<file path="config.mk">
export PLATFORM = sky130hd
export DESIGN_NAME = axis_frame_fifo
export DESIGN_NICKNAME = d
export VERILOG_FILES = /design/src/rtl/axis_frame_fifo.sv
export SDC_FILE = /design/constraint.sdc
export NUM_CORES = 1
export LEC_CHECK = 0
export ABC_AREA = 1
export CAP_MARGIN = 40
export CORE_MARGIN = 5
export CORE_UTILIZATION = 40
export DETAILED_ROUTE_END_ITERATION = 8
export PLACE_DENSITY = 0.66
export SLEW_MARGIN = 20
export SYNTH_ARGS = -nofsm -noshare
export SYNTH_HDL_FRONTEND = slang
export SYNTH_SLANG_ARGS = --single-unit
</file>
<file path="constraint.sdc">
create_clock -name clk -period 2.4 [get_ports clk]
set_clock_uncertainty 0.05 [all_clocks]
set_input_delay 0.6 -clock clk [delete_from_list [all_inputs] [get_ports clk]]
set_output_delay 0.6 -clock clk [all_outputs]
set_load 0.05 [all_outputs]
</file>
<file path="src/rtl/axis_frame_fifo.sv">
`default_nettype none
// ============================================================================
//  Module  : axis_frame_fifo
//  Brief   : 8-bit AXI-Stream byte FIFO with first-word fall-through output
//            and complete-frame counting. Define AXIS_FRAME_STORE_EN for
//            store-and-forward release; cut-through otherwise.
//  Revision: 1.0 - initial release
// ============================================================================
module axis_frame_fifo #(
    parameter int DATA_W = 8,
    parameter int DEPTH  = 16,
    parameter int ADDR_W = 4,
    parameter int CNT_W  = 5
) (
    input  logic              clk,
    input  logic              reset,
    input  logic [DATA_W-1:0] s_data,
    input  logic              s_valid,
    input  logic              s_last,
    output logic              s_ready,
    output logic [DATA_W-1:0] m_data,
    output logic              m_valid,
    output logic              m_last,
    input  logic              m_ready,
    output logic [CNT_W-1:0]  level,
    output logic [CNT_W-1:0]  frame_cnt,
    output logic              full,
    output logic              empty
);

    localparam logic [CNT_W-1:0]  c_DEPTH_CNT = CNT_W'(DEPTH);
    localparam logic [CNT_W-1:0]  c_ONE_CNT   = CNT_W'(1);
    localparam logic [ADDR_W-1:0] c_ONE_PTR   = ADDR_W'(1);

    // Each entry holds {last, data}; storage is deliberately not reset.
    logic [DATA_W:0]     r_mem [DEPTH];
    logic [ADDR_W-1:0]   r_wr_ptr;
    logic [ADDR_W-1:0]   r_rd_ptr;
    logic [CNT_W-1:0]    r_level;
    logic [CNT_W-1:0]    r_frame_cnt;

    logic                w_full;
    logic                w_empty;
    logic                w_valid;
    logic                w_wr;
    logic                w_rd;
    logic                w_frame_in;
    logic                w_frame_out;
    logic [DATA_W:0]     w_head;

    assign w_full  = (r_level == c_DEPTH_CNT);
    assign w_empty = (r_level == '0);
    assign w_head  = r_mem[r_rd_ptr];

`ifdef AXIS_FRAME_STORE_EN
    // Hold bytes until a whole frame is stored; a full FIFO releases anyway so
    // frames longer than the buffer cannot deadlock.
    assign w_valid = !w_empty && ((r_frame_cnt != '0) || w_full);
`else
    assign w_valid = !w_empty;
`endif

    assign w_wr        = s_valid && !w_full;
    assign w_rd        = w_valid && m_ready;
    assign w_frame_in  = w_wr && s_last;
    assign w_frame_out = w_rd && w_head[DATA_W];

    assign s_ready   = !w_full;
    assign m_valid   = w_valid;
    assign m_data    = w_valid ? w_head[DATA_W-1:0] : '0;
    assign m_last    = w_valid && w_head[DATA_W];
    assign level     = r_level;
    assign frame_cnt = r_frame_cnt;
    assign full      = w_full;
    assign empty     = w_empty;

    always_ff @(posedge clk) begin
        if (w_wr) begin
            r_mem[r_wr_ptr] <= {s_last, s_data};
        end
    end

    always_ff @(posedge clk or negedge reset) begin
        if (!reset) begin
            r_wr_ptr    <= '0;
            r_rd_ptr    <= '0;
            r_level     <= '0;
            r_frame_cnt <= '0;
        end else begin
            if (w_wr) begin
                r_wr_ptr <= r_wr_ptr + c_ONE_PTR;
            end
            if (w_rd) begin
                r_rd_ptr <= r_rd_ptr + c_ONE_PTR;
            end
            case ({w_wr, w_rd})
                2'b10:   r_level <= r_level + c_ONE_CNT;
                2'b01:   r_level <= r_level - c_ONE_CNT;
                default: r_level <= r_level;
            endcase
            case ({w_frame_in, w_frame_out})
                2'b10:   r_frame_cnt <= r_frame_cnt + c_ONE_CNT;
                2'b01:   r_frame_cnt <= r_frame_cnt - c_ONE_CNT;
                default: r_frame_cnt <= r_frame_cnt;
            endcase
        end
    end

endmodule
`default_nettype wire

</file>
Yosys cells after proc, flatten, opt, wreduce, memory -nomap -nowiden
Memory sizes are Yosys's and may differ from the RTL's.
Cells that the tools add are included.
Word-level totals
  output and inout port bits: 23
  memories kept: 1
  flip-flop bits (word level): 18
  input bits: 13
  memory bits (writable): 144
  logic and storage cells: 31
Memory list
  r_mem: words 16, bits a word 9, rd ports 1, clocked after memory_dff 0, wr ports 1, RTL line 36  | logic [DATA_W:0] r_mem [DEPTH];
Operators by class
  muxes and demuxes: 5
  add/subtract/negate cells: 6
  equal/unequal tests: 5
  reduce and logical (&&, ||, !) cells: 10
Operators with widths (count)
  $pmux W5 S2: 2
  $add A5 B1 Y5 const B: 2
  $sub A5 B1 Y5 const B: 2
  $add A4 B1 Y4 const B: 2
  $mux W8: 1
  $eq A5 B5 Y1 const B: 1
  $logic_and A1 B1 Y1: 5
  $logic_not A5 Y1: 1
  $eq A2 B1 Y1 const B: 2
  $eq A2 B2 Y1 const B: 2
  $reduce_bool A2 Y1: 2
  $logic_not A1 Y1: 2
  $mux W1: 2

Logic depth before layout (Yosys ltp)
Gate-level depths: netlist of run 1.
  word-level depth: 6
  gate-level depth with buffers: 17
  gate-level depth less buffers: 16

Worst setup path before layout of run 1
No wires, ideal clock.
  kind: reg-to-output
  start point: register r_level[0], in the netlist level[0]
  end point: output m_data[0]
  stages on the path, launching flop included: 5
  arrival: 2651 ps
  buffers on the path: 0
  setup slack: -901 ps
  path through: dfrtp_1 -> nor4_4 -> nand2_2 -> clkinv_1 -> a21oi_1
On the way
  cells in the longest elaborated chain, start to end: 2
RTL lines
  start: declaration: RTL line 39  | logic [CNT_W-1:0] r_level;
  start signal: assignment: RTL line 97  | 2'b10: r_level <= r_level + c_ONE_CNT;
  start signal: assignment: RTL line 98  | 2'b01: r_level <= r_level - c_ONE_CNT;
  start signal: assignment: RTL line 99  | default: r_level <= r_level;
  $logic_not A5 Y1: RTL line 52  | assign w_empty = (r_level == '0);
  net empty: RTL line 28  | output logic empty
  $mux W8: RTL line 70  | assign m_data = w_valid ? w_head[DATA_W-1:0] : '0;
  end: declaration: RTL line 21  | output logic [DATA_W-1:0] m_data,
The timed path passes the listed nets, and every way through them passes these cells.

Worst setup path after layout of run 1
  start point: register r_rd_ptr[0]
  end point: output m_data[7]
On the way
  cells in the longest elaborated chain, start to end: 2
RTL lines
  start: declaration: RTL line 38  | logic [ADDR_W-1:0] r_rd_ptr;
  start signal: assignment: RTL line 94  | r_rd_ptr <= r_rd_ptr + c_ONE_PTR;
  $mem_v2 Z16 W9
  $mux W8: RTL line 70
No other way between the ends.

==> results.toml, run 1 <==
[timing]
relSlewSlack = 0.503
fmax_mhz = 380
hold_violations = 0
period_minus_slack_ns = 2.63
setup_ws_ns = -0.234
hold_ws_ns = 0.465
fin_crit_sh = 1.10
grt_setup_unrepaired = "yes"
worstMarginPinSlew_ns = 0.744
slew_viol_final = 0
final-setup-viol-count = 11

[setup_path]
required_ns = 1.75
critical_path_class = "reg2out"
regToRegStartpoint = "r_rd_ptr[0]"
start_kind = "flip-flop"
worstPathMaxFanout = 7
crit_start = "r_rd_ptr[0]"
cp-end-kind = "output pin"
arrival_ns = 1.98

[logic_synthesis]
synth_top_area_share = 0.610
syn_nets = 676
ys_seq_area_frac = 0.673
yosysTopAreaCell = "edfxtp_1"
synth.avg_cell_area_um2 = 10.9
syn-instance-count = 649
synth_cell_types = 25
synth_area_leaders = "edfxtp_1 (61%), nand2_1 (12%), nand3_1 (8.9%)"
synth-seq-cells = 162
netlist_area_um2 = 7090
yosysWarnings = 0

[die]
die_h_um = 143
std_cell_rows = 48
fp.dieW_um = 143
start_util = 0.409
fp.coreArea_um2 = 17400
die-area_um2 = 20500
io_pins = 36

[cells_and_area]
layout_common_cells = "nand2_1 (199), edfxtp_1 (144), nand3_1 (95)"
multiInputGateArea_um2 = 2470
areaGrowthSynthToFinish_pct = 32.7
layout.area.seq_um2 = 4780
postLayoutCellArea_um2 = 9410
fillers = 1319
num_antenna_cells = 0
nets = 768
finalNonFillerCells = 979
fin_util = 0.542
drive_gt1_frac = 0.279
mostFrequentLayoutCell = "nand2_1"

[clocking]
clockRootBuffer = "clkbuf_16"
cts.htree.levels = 4
cts_tree = "done"
cts.sinks = 162
clk_pin_slew_worst_paths_ns = 0.07
hold_buffers = 0
cts_buffers = 17
cts_buffer_depth = 2
clkLatencyLatePin_ns = 0.42

[power]
p_leak_uw = 0.00373
p_seq_frac = 0.286
p_sw_uw = 5410
power_frac_comb = 0.507
irDropWorstVdd_v = 0.000711
p_int_uw = 7590
switching_share = 0.416
p_clk_frac = 0.207
powerDensity_nw_per_um2 = 1380

[route]
dr.first_iter.drc_count = 565
routedWlPerCell_um = 18.0
wirelength_mm = 17.7
ant_nets = 0
viasPerCell = 5.24
vias = 5132
drc_errors = 0
firstDrtPassIters = 5

[global_routing]
grt_pass1_vias = 5011
grt_pass1_wl_mm = 27.2
gr-total-overflow = 0
grt.total_usage = 0.174
grt_max_degree = 25
antenna_found_initial = 0

[placement]
place.port_buffers = 35
place_area_um2 = 8210
dp.cells = 930
place_congestion = 0.878
dp_hpwl_mm = 10.7

[min_path]
hold_path_class = "in2async"

[run_status]
violations = "negative setup slack"
status = "complete, but fails checks"

[run]
cap_violations = 0
worst max-delay path, cell delays in order, from the launching register on:
cell and delay, ns:
dfrtp_2 0.45, clkinv_4 0.10, buf_12 0.15, clkbuf_16 0.15, nand2_1 0.08, nand3_2 0.08, nand3_1 0.08, nand2_1 0.07
nand2_1 0.08, a21oi_4 0.16, buf_12 0.15
synth_stat cells:
cell type,n
a21o_1,1
a21oi_1,13
buf_1,2
buf_2,14
buf_4,9
buf_6,1
clkbuf_1,3
clkinv_1,2
dfrtp_1,18
edfxtp_1,144
fa_1,1
ha_1,13
inv_1,31
inv_2,3
nand2_1,228
nand2_2,2
nand2_4,2
nand3_1,126
nor2_1,3
nor3_1,16
nor4_4,1
o21ai_0,4
o21bai_1,1
xnor2_1,4
xor2_1,7
what timing repair did:
action | 4_1_cts | 5_1_grt
endpoints found under the hold margin | 0 | 0
pin swaps | 23 | 29
setup buffers | 8 | 5
resized for setup | 42 | 57
cloned | 3 | 1
endpoints found under the setup margin | 14 | 19
final cells by class:
class	instances	share of cell area
clock buffers	17	0.0452
clock inverters	15	0.0177
inverters	36	0.0162
multi-input cells	422	0.262
flip-flops and latches	162	0.508
well taps	225	0.0299
repair buffers	101	0.119
repair inverters	1	0.00173
cell families after synthesis:
logic type,Yosys count,share of synthesized area
flip-flops,162,0.673
AO/OA/AOI/OAI,19,0.0141
adder cells (fa/ha/maj),14,0.0258
AND/OR/NAND/NOR,378,0.230
buffers and inverters,65,0.0427
XOR/XNOR,11,0.0136
layer usage:
metal | wire [µm] | vias to the layer above | track usage
met2 | 9150 | 180 | 0.295
met4 | 427 | 0 | 0.0620
li1 | - | 2416 | -
met1 | 7120 | 2505 | 0.221
met5 | 0 | - | 0
met3 | 951 | 31 | 0.0358
stage by stage:
| step | power, µW | TNS [ns] | setup slack [ns] |
|---|---|---|---|
| global placement | 9170 | -0.238 | -0.128 |
| CTS | 12500 | -2.20 | -0.249 |
| floorplan | 7250 | -0.343 | -0.163 |
| detailed placement | 9310 | -0.717 | -0.257 |
| finish | 13000 | -2.17 | -0.234 |
| global route | 13600 | -3.35 | -0.351 |
final timing paths:
kind	cells after the start	end	slack, ns
max	10	m_data[7]	-0.23
min	2	frame_cnt[4]	0.46
max reg2reg	17	frame_cnt[4]	-0.14
min reg2reg	2	r_wr_ptr[3]	0.49
max in group asynchronous	2	level[0]	1.59
min in group clk	2	r_wr_ptr[3]	0.49
power groups by stage:
stage | logic [µW] | clock network (µW) | registers, µW
global placement | 5440 | 0 | 3720
detailed placement | 5580 | 0 | 3730
floorplan | 3280 | 0 | 3970
finish | 6590 | 2700 | 3710
global route | 7050 | 2850 | 3750
CTS | 6070 | 2720 | 3690
sequential cells by signal, indices dropped and copies added, names as in the netlist:
signal	cells
r_rd_ptr	4
level	5
frame_cnt	5
r_wr_ptr	4
r_mem	144
(Power assumes the default switching activity.)
==> inputs of run 2 (changes only) <==
- CORE_MARGIN: 5 -> unset
- CTS_CLUSTER_DIAMETER: unset -> 60
==> results.toml, run 2 (synthesis results as in run 1) <==
[route]
viasPerCell = 5.27
firstDrtPassIters = 8
vias = 5199
drc_errors = 0
routedWlPerCell_um = 17.9
wirelength_mm = 17.6
ant_nets = 0
dr.first_iter.drc_count = 405

[timing]
grt_setup_unrepaired = "yes"
slew_viol_final = 0
worstMarginPinSlew_ns = 0.636
hold_violations = 0
fmax_mhz = 373
fin_crit_sh = 1.12
final-setup-viol-count = 13
period_minus_slack_ns = 2.68
relSlewSlack = 0.575
setup_ws_ns = -0.283

[clocking]
clkLatencyLatePin_ns = 0.43
clockRootBuffer = "clkbuf_16"
cts_buffer_depth = 2
hold_buffers = 0
cts.sinks = 162
cts_buffers = 17
cts.htree.levels = 4
cts_tree = "done"
clk_pin_slew_worst_paths_ns = 0.07

[setup_path]
path_buf_inv = 4
setup.worst_path.end = "m_data[4]"
critical_path_class = "reg2out"
critical_path.cell_chain = "buf_12, buf_6, clkbuf_16, nand2_1, nand3_1, nand3_1, nand2_2, nand2_2, a21oi_4, buf_12"
required_ns = 1.75
r2r_cells = 17
crit_start = "r_rd_ptr[0]"
r2r_end = "frame_cnt[4]"
critPathSlowestCell = "dfrtp_2"
cp_slowest_stage_delay_ns = 0.43
start_kind = "flip-flop"
regToRegStartpoint = "r_rd_ptr[0]"
worstPathMaxFanout = 8
rrSetupSlack_ns = -0.26
arrival_ns = 2.03
crit_family = "buffers and inverters"
cp-end-kind = "output pin"
critical_path_depth = 10

[run]
cap_violations = 0

[cells_and_area]
areaGrowthSynthToFinish_pct = 35.4
largest_register = "r_mem"
layout_common_cells = "nand2_1 (199), edfxtp_1 (144), nand3_1 (88)"
finalNonFillerCells = 987
layout.area.seq_um2 = 4780
largest_reg_flops = 144
fillers = 1361
nets = 777
mostFrequentLayoutCell = "nand2_1"
multiInputGateArea_um2 = 2500
num_antenna_cells = 0
drive_gt1_frac = 0.294
postLayoutCellArea_um2 = 9600

[global_routing]
grt_pass1_wl_mm = 26.7
gr-total-overflow = 0
grt_pass1_vias = 4952
grt.total_usage = 0.199
grt_max_degree = 21
antenna_found_initial = 0

[placement]
place_congestion = 0.845
place_area_um2 = 8200
dp.cells = 930
place.port_buffers = 35
dp_hpwl_mm = 10.2

[die]
io_pins = 36
die-area_um2 = 18300
fp.dieW_um = 135
std_cell_rows = 48
fp.coreArea_um2 = 17300
start_util = 0.410
die_h_um = 135

[run_status]
violations = "negative setup slack"
status = "complete, but fails checks"

[power]
powerDensity_nw_per_um2 = 1370
irDropWorstVdd_v = 0.000697
p_leak_uw = 0.00382

[min_path]
hold_path_class = "in2async"
[run 2: changes by cell type in the layout (fill, tap and decap cells not counted), sizes merged]
cell,previous run,this run
bufinv,1,0
inv,41,37
clkbuf,18,19
clkinvlp,2,5
buf,78,87
[run 2: how the worst min path moves through the flow]
stage                     cells past startpoint      endpoint
final                                         2  frame_cnt[1]
after global routing                          2  frame_cnt[1]
after CTS                                     2  frame_cnt[1]
after detailed placement                      1  frame_cnt[0]
after global placement                        2  frame_cnt[4]
after floorplan                               0  frame_cnt[0]
[run 2: area by class of cell]
type | instances | area share
sequential | 162 | 0.498
clock inverter | 13 | 0.0112
multi-input combinational | 422 | 0.260
timing repair buffer | 110 | 0.139
tap | 225 | 0.0293
timing repair inverter | 1 | 0.00169
clock buffer | 18 | 0.0447
inverter | 36 | 0.0162
[run 2: what timing repair did]
item | 4_1_cts | 5_1_grt
pin swaps | 32 | 34
setup buffers | 12 | 7
endpoints found under the setup margin | 14 | 20
gates cloned | 8 | 1
resized for setup | 66 | 57
[run 2: report_power, final]
group          internal, µW  leakage [µW]  switching, µW
sequential             3430       0.00151            255
combinational          2950       0.00206           4030
clock                  1340      0.000246           1140
total                  7720       0.00382           5420
[run 2: stage by stage]
stage	setup slack [ns]	power [µW]	setup TNS, ns	hold WS (ns)	util
floorplan	-0.163	7250	-0.343	0.254	-
global placement	-0.122	9120	-0.276	0.470	0.474
detailed placement	-0.233	9270	-0.802	0.483	0.474
CTS	-0.281	12800	-2.79	0.461	0.540
global route	-0.403	13700	-4.16	0.475	0.555
finish	-0.283	13100	-2.76	0.460	0.555
[run 2: worst reg2reg max path: cells and delay by family, from the launching register on]
family	cells	cell delay [ns]
AO/OA/AOI/OAI	2	0.36
AND/OR/NAND/NOR	10	0.83
adder cells (fa/ha/maj)	2	0.41
XOR/XNOR	1	0.18
buffers and inverters	2	0.29
flip-flops	1	0.43
[run 2: layer usage]
| layer | wire length, µm | share of wire | vias to the layer above | track usage |
|---|---|---|---|---|
| met5 | 0 | 0 | - | 0 |
| met3 | 1100 | 0.062 | 31 | 0.0505 |
| met1 | 7070 | 0.40 | 2554 | 0.243 |
| met2 | 9080 | 0.51 | 186 | 0.332 |
| li1 | - | - | 2428 | - |
| met4 | 395 | 0.022 | 0 | 0.0899 |
